### src/rtl/display_pkg.sv
// Shared constants for the six-digit seven-segment display path.
package display_pkg;

  localparam int NUM_DIGITS = 6;

  localparam logic [2:0] DIG_SEC_ONES = 3'd0;
  localparam logic [2:0] DIG_SEC_TENS = 3'd1;
  localparam logic [2:0] DIG_MIN_ONES = 3'd2;
  localparam logic [2:0] DIG_MIN_TENS = 3'd3;
  localparam logic [2:0] DIG_HR_ONES  = 3'd4;
  localparam logic [2:0] DIG_HR_TENS  = 3'd5;

  // Active-low segment patterns, bit order {CG,CF,CE,CD,CC,CB,CA}.
  localparam logic [6:0] SEG_BLANK = 7'h7F;
  localparam logic [6:0] SEG_0     = 7'b1000000;
  localparam logic [6:0] SEG_1     = 7'b1111001;
  localparam logic [6:0] SEG_2     = 7'b0100100;
  localparam logic [6:0] SEG_3     = 7'b0110000;
  localparam logic [6:0] SEG_4     = 7'b0011001;
  localparam logic [6:0] SEG_5     = 7'b0010010;
  localparam logic [6:0] SEG_6     = 7'b0000010;
  localparam logic [6:0] SEG_7     = 7'b1111000;
  localparam logic [6:0] SEG_8     = 7'b0000000;
  localparam logic [6:0] SEG_9     = 7'b0010000;

endpackage

### src/rtl/seg7_decoder.sv
// BCD to active-low seven-segment decoder; codes 10..15 show blank.
module seg7_decoder
  import display_pkg::*;
(
  input  logic [3:0] bcd,
  output logic [6:0] seg
);

  // Pure lookup, anything outside 0..9 is dark.
  always_comb begin
    seg = SEG_BLANK;
    case (bcd)
      4'd0:    seg = SEG_0;
      4'd1:    seg = SEG_1;
      4'd2:    seg = SEG_2;
      4'd3:    seg = SEG_3;
      4'd4:    seg = SEG_4;
      4'd5:    seg = SEG_5;
      4'd6:    seg = SEG_6;
      4'd7:    seg = SEG_7;
      4'd8:    seg = SEG_8;
      4'd9:    seg = SEG_9;
      default: seg = SEG_BLANK;
    endcase
  end

endmodule

### src/rtl/display_scan_controller.sv
// Time-multiplexed scan of six BCD digits onto one seven-segment bus.
module display_scan_controller
  import display_pkg::*;
#(
  parameter int DIV       = 16_667,
  parameter int BLINK_DIV = 50_000_000
) (
  input  logic        clk,
  input  logic        rst,
  input  logic [23:0] digits_in,
  input  logic        blank_lz,
  input  logic [5:0]  blink_mask,
  output logic [2:0]  counter,
  output logic [6:0]  seg,
  output logic        dp,
  output logic        frame_start
);

  localparam int PW = $clog2(DIV);
  localparam int BW = $clog2(BLINK_DIV);

  logic [PW-1:0] prescaler;
  logic [BW-1:0] blink_cnt;
  logic          blink_phase;
  logic [23:0]   snapshot;
  logic          tick;
  logic          frame_end;
  logic          blink_wrap;
  logic [3:0]    nibble;
  logic [6:0]    dec_seg;
  logic          blank;

  // Slot timing and blanking conditions for the digit currently selected.
  always_comb begin
    tick       = (prescaler == PW'(DIV - 1));
    frame_end  = tick && (counter == DIG_HR_TENS);
    blink_wrap = (blink_cnt == BW'(BLINK_DIV - 1));
    nibble     = snapshot[{counter, 2'b00} +: 4];
    blank      = ((counter == DIG_HR_TENS) && blank_lz && (nibble == 4'd0)) ||
                 (blink_phase && blink_mask[counter]);
  end

  seg7_decoder u_dec (
    .bcd (nibble),
    .seg (dec_seg)
  );

  // Refresh prescaler, digit select, per-frame snapshot and frame pulse.
  always_ff @(posedge clk) begin
    if (rst) begin
      prescaler   <= '0;
      counter     <= DIG_SEC_ONES;
      snapshot    <= '0;
      frame_start <= 1'b0;
    end else begin
      prescaler   <= tick ? '0 : prescaler + PW'(1);
      frame_start <= frame_end;
      if (frame_end) begin
        counter  <= DIG_SEC_ONES;
        snapshot <= digits_in;
      end else if (tick) begin
        counter <= counter + 3'd1;
      end
    end
  end

  // Free-running blink phase, independent of the scan timing.
  always_ff @(posedge clk) begin
    if (rst) begin
      blink_cnt   <= '0;
      blink_phase <= 1'b0;
    end else begin
      blink_cnt <= blink_wrap ? '0 : blink_cnt + BW'(1);
      if (blink_wrap) blink_phase <= ~blink_phase;
    end
  end

  // Output register: one clock behind counter to match the anode register.
  always_ff @(posedge clk) begin
    if (rst) begin
      seg <= SEG_BLANK;
      dp  <= 1'b1;
    end else begin
      seg <= blank ? SEG_BLANK : dec_seg;
      dp  <= !((counter == DIG_MIN_ONES) || (counter == DIG_HR_ONES));
    end
  end

endmodule

### config.mk
export PLATFORM = sky130hd
export DESIGN_NAME = display_scan_controller
export DESIGN_NICKNAME = d
export VERILOG_FILES = /design/src/rtl/display_pkg.sv /design/src/rtl/seg7_decoder.sv /design/src/rtl/display_scan_controller.sv
export SDC_FILE = /design/constraint.sdc
export NUM_CORES = 1
export LEC_CHECK = 0
export ABC_AREA = 0
export BUFFER_PORTS_ARGS = -buffer_cell sky130_fd_sc_hd__buf_2
export CAP_MARGIN = 20
export CELL_PAD_IN_SITES_DETAIL_PLACEMENT = 1
export CELL_PAD_IN_SITES_GLOBAL_PLACEMENT = 1
export CORE_AREA = 2 2 93 95
export CTS_CLUSTER_DIAMETER = 120
export CTS_CLUSTER_SIZE = 40
export DETAILED_ROUTE_END_ITERATION = 8
export DIE_AREA = 0 0 95 97
export HOLD_SLACK_MARGIN = 0.1
export PLACE_DENSITY_LB_ADDON = 0.25
export SLEW_MARGIN = 20
export SYNTH_ARGS = -nofsm -noshare
export SYNTH_HDL_FRONTEND = slang
export SYNTH_SLANG_ARGS = --single-unit
### constraint.sdc
create_clock -name clk -period 2.95 [get_ports clk]
set_input_delay 0.7375 -clock clk [delete_from_list [all_inputs] [get_ports clk]]
set_output_delay 0.7375 -clock clk [all_outputs]
set_load 0.01 [all_outputs]
Yosys cells after proc, flatten, opt, wreduce, memory -nomap -nowiden

Memory sizes are Yosys's and may differ from the RTL's. A register that Yosys moved wholly into a read port is not among the register bits.
Index checks and enable logic that the tools add are counted.

Add/sub/neg operators: 3
Multipliers: 0
Divide/modulo/power cells: 0
Magnitude comparators: 1
Eq/ne operators: 5
Shift-type cells: 1
Multiplexer cells: 2
Bitwise gates (word level): 1
Reductions and logical operators: 12

Operator list:

| kind                  | number |
|---|---|
| $add 26x1->26 const B | 1 |
| $eq 26x26->1 const B  | 1 |
| $shiftx 24x6->4       | 1 |
| $add 15x1->15 const B | 1 |
| $eq 15x15->1 const B  | 1 |
| $reduce_or 2->1       | 4 |
| $eq 3x3->1 const B    | 2 |
| $logic_and 1x1->1     | 4 |
| $logic_not 4->1       | 1 |
| $lt 3x4->1 const B    | 1 |
| $add 3x1->3 const B   | 1 |
| $bmux 1 s3            | 1 |
| $eq 3x2->1 const B    | 1 |
| $logic_or 1x1->1      | 2 |
| $logic_not 1->1       | 1 |
| $mux 1                | 1 |
| $not 1->1             | 1 |

Flip-flop bits (word level): 71
Latch bits: 0
Memory bits (writable): 0
Bits in read-only memories: 112
Input port bits: 33
Output and inout port bits: 12
Word-level logic and storage cells: 33
Memories kept: 1

Memories:

| memory          | words | width | rd ports | clocked after memory_dff | wr ports | line               | text |
|---|---|---|---|---|---|---|---|
| (no name shown) | 16    | 7     | 1        | 1                        | 0        | seg7_decoder.sv:12 | `case (bcd)` |

Logic depth before layout (Yosys ltp)

Depth after elaboration: 5
Mapped depth: 9

Hierarchy

Synthesis repeated with hierarchy kept, for this count alone.

Cells, all modules: 383
Area, all modules: 3565.9 µm²

By module, submodules not included:

| module                  | instances | cells an instance | area each (µm²) | sequential area each (µm²) |
|---|---|---|---|---|
| display_scan_controller | 1         | 350               | 3355.7          | 1561.5 |
| seg7_decoder            | 1         | 33                | 210.2           | 0.0 |

Worst setup path before layout

OpenSTA, ideal clock, no wires.

Kind: flip-flop to flip-flop
Start: reg counter[0]
End: reg seg[5]
Setup time: 0.074 ns
Arrival: 2.496 ns
Data required time: 2.876 ns
Path slack: 0.380 ns
Cell stages (with the launch flop): 9
Path buffers: 1
Path through: dfxtp_1 buf_6 mux4_1 a21oi_1 ha_1 nand4_1 o311a_2 nor4b_2 a31oi_1

Word-level cells in the longest chain between the ends: 5
Elaborated cells between the ends (all ways): 10
Those cells by class: 1 x eq/ne; 1 x shift; 2 x mux; 6 x reduce/logical

Ends and longest elaborated chain:

| element                                     | line                                                         | text |
|---|---|---|
| from (decl)                                 | display_scan_controller.sv:13                                | `output logic [2:0] counter,` |
| from (signal assigned)                      | display_scan_controller.sv:62                                | `counter <= counter + 3'd1;` |
| $shiftx 24x6->4 (tied with other cells)     | display_scan_controller.sv:38                                | `nibble = snapshot[{counter, 2'b00} +: 4];` |
| $logic_not 4->1 (tied with other cells)     | display_scan_controller.sv:39                                | `blank = ((counter == DIG_HR_TENS) && blank_lz && (nibble == 4'd0)) \|\|` |
| $logic_and 1x1->1, on equally long branches | display_scan_controller.sv:39, display_scan_controller.sv:40 |  |
| $logic_or 1x1->1                            | display_scan_controller.sv:39                                |  |
| $reduce_or 2->1 (no line)                   | --                                                           |  |
| to (decl)                                   | display_scan_controller.sv:14                                | `output logic [6:0] seg,` |

Parallel ways exist; a longest one is shown, timed or not. The select of a mux whose other input is x is not followed.
A chain may end at the register's enable or synchronous reset.

Final worst setup path

Ends and elaborated chain as after synthesis.

==> reports/results.ini <==
[outcome]
status=completed

[timing]
drv_slew=0
hold_slack_ns=0.4634
setup_violations=0
max_freq_mhz=367.5
rsz0062_at_grt=no
max_slew_margin_pct=33.85
fin_crit_sh_pct=92.24
worst_slew_pin_slew_ns=0.9911
skew_ns=0.006298
worst_slack_ns=0.2289
layout_min_cycle_time_ns=2.721
finalSetupTns_ns=0
hold_viol_final=0

[clocking]
cts_max_level=3
clockBufferDepth=2
clkSinkCount=78
cts_setup_buffers=0
clk_pin_slew_ns=0.08
cts-root-buf=clkbuf_8
clk_latency_ns=0.36
cts_inserted_buffers=9
ctsResizeCount=0
cts_hold_buffers=0
cts_tree=done

[min_path]
hold_class=reg2reg

[floorplanning]
die_h_um=97
core.rowCount=33
core_mm2=0.008134
start_util_pct=43.85
dieWidth_um=95
ios=45
die-area_mm2=0.009215

[logic_synthesis]
synth_seq_cells=78
syn_area_per_cell_um2=9.854
yosys.area.top_type=dfxtp_1
syn-cell-area_mm2=0.003567
syn_inst=362
async_flop_share_pct=0
ys_warn_count=0
syn-num-nets=407
synth_cell_types=50
synth_edf_count=0
yosysSeqAreaShare_pct=43.77
yosys-top-cells-area=dfxtp_1 (44%), nor2_1 (6.1%), a22o_1 (5.9%), xnor2_1 (5.9%), ha_1 (4.2%)
synth_ff_type=dfxtp_1
synth_top_area_share_pct=43.77

[critical_path]
cpMaxStageDelayCell=mux4_1
cp_cell_sequence=mux4_1 -> a21oi_1 -> ha_1 -> nand4_1 -> o311a_2 -> nor4b_2 -> a31oi_1
path_buf_inv=0
end_kind=register
crit_type=reg2reg
critPathArrivalTime_ns=3.00
path_max_fanout=9
slowest_delay_ns=0.62
cp-start-kind=register
cp_data_required_time_ns=3.22
crit_family=compound AO/OA/AOI/OAI gates

[run]
cap_viol_max_count=0

[global_route]
grt_pass1_wl_mm=13.83
grt_pass1_vias=2852
antenna_found_initial=0
grt_max_degree=26
grt.total_usage_pct=18.91
overflow=0

[routing]
totalWireLength_mm=8.100
drtIter0Drc=64
avgViaCountPerCell=5.314
drc=0
first_pass_iters=4
vias=2742
ant_nets=0
wire_per_inst_um=15.70

[finish]
syn_to_final_growth_pct=13.05
fin_util_pct=49.58
diodes=0
layout_common_cells=dfxtp_1 (78), nor2_1 (58), buf_2 (44), xnor2_1 (24), a22o_1 (24)
final_common_cell=dfxtp_1
drive_above_1_share_pct=20.44
nets=451

[power_and_ir_drop]
p_leak_nw=1.545
max-vdd-ir-drop_mv=0.2448
power.density_mw_per_mm2=491.9

[placement]
gp_congestion=0.8435
dpl_worst_slack_ns=0.3416
dpl.hpwl_mm=5.926
io_buffers=44

-- kinds of logic (layout without fill, tap and decap cells) --
kind of cell	after synthesis	after routing	share of synthesized area (%)
multiplexers	16	16	5.472
buffers and inverters	26	75	4.700
adder cells (fa/ha/maj)	12	12	4.209
AND/OR/NAND/NOR	150	150	22.52
XOR/XNOR	40	40	9.821
flip-flops	78	78	43.77
AO/OA/AOI/OAI	40	40	9.505
-- per-layer routing --
metal	vias to the layer above	routed length (µm)	global-route usage [%]
met5	-	0	0
met4	0	150	8.696
met3	11	176	3.193
met2	42	3981	30.61
met1	1332	3791	24.29
li1	1357	-	-
-- through the flow --
step / power [mW] / cells / cell area (µm²)
after floorplan: 1.135 / 362 / 3567
after global routing: 2.072 / 516 / 4033
after detailed placement: 1.167 / 500 / 3826
after CTS: 2.010 / 516 / 4033
final: 1.984 / 516 / 4033
after global placement: 1.163 / 500 / 3826
-- area by class of cell --
| type | count | area [µm²] |
|---|---|---|
| Sequential cell | 78 | 1562 |
| Timing Repair Buffer | 49 | 257.7 |
| Multi-Input combinational cell | 258 | 1838 |
| Tap cell | 105 | 131.4 |
| Clock inverter | 6 | 68.82 |
| Fill cell | 941 | 4101 |
| Inverter | 10 | 37.54 |
| Clock buffer | 10 | 137.6 |
-- path summary, 6_finish.rpt --
path | cells past startpoint | end | start | slack [ns]
max | 7 | seg[5]$_SDFF_PP1_ | counter[0]$_SDFFE_PP0P_ | 0.23
min reg2reg | 1 | blink_cnt[0]$_SDFF_PP0_ | blink_cnt[0]$_SDFF_PP0_ | 0.46
min | 1 | blink_cnt[0]$_SDFF_PP0_ | blink_cnt[0]$_SDFF_PP0_ | 0.46
max reg2reg | 7 | seg[5]$_SDFF_PP1_ | counter[0]$_SDFFE_PP0P_ | 0.23
-- Yosys cell counts (2+ instances only) --
library cell,number
and4_1,4
mux4_1,2
or2_2,3
nor3_1,13
nor2_1,58
mux2_2,2
mux2i_1,12
nor4_2,2
nand3_1,16
buf_4,3
nand4_1,7
xnor2_1,24
xor2_1,16
a22o_1,24
or3_1,2
ha_1,12
buf_6,7
and3_1,6
nand2b_1,2
nor4_1,6
a21oi_1,4
and2_1,2
a31oi_1,2
buf_2,4
dfxtp_1,78
nor4b_2,2
nand2_1,17
inv_1,10
-- report_power, final --
part	switching [mW]	total, mW	internal, mW
Sequential	0.00851	1.07	1.06
Clock	0.423	0.844	0.420
Combinational	0.0384	0.0682	0.0299
-- state kept, by name, indices dropped and copies added, names as in the netlist --
name / count
prescaler: 15
blink_phase: 1
frame_start: 1
seg: 7
snapshot: 24
counter: 3
blink_cnt: 26
dp: 1
(Power assumes the default switching activity.)
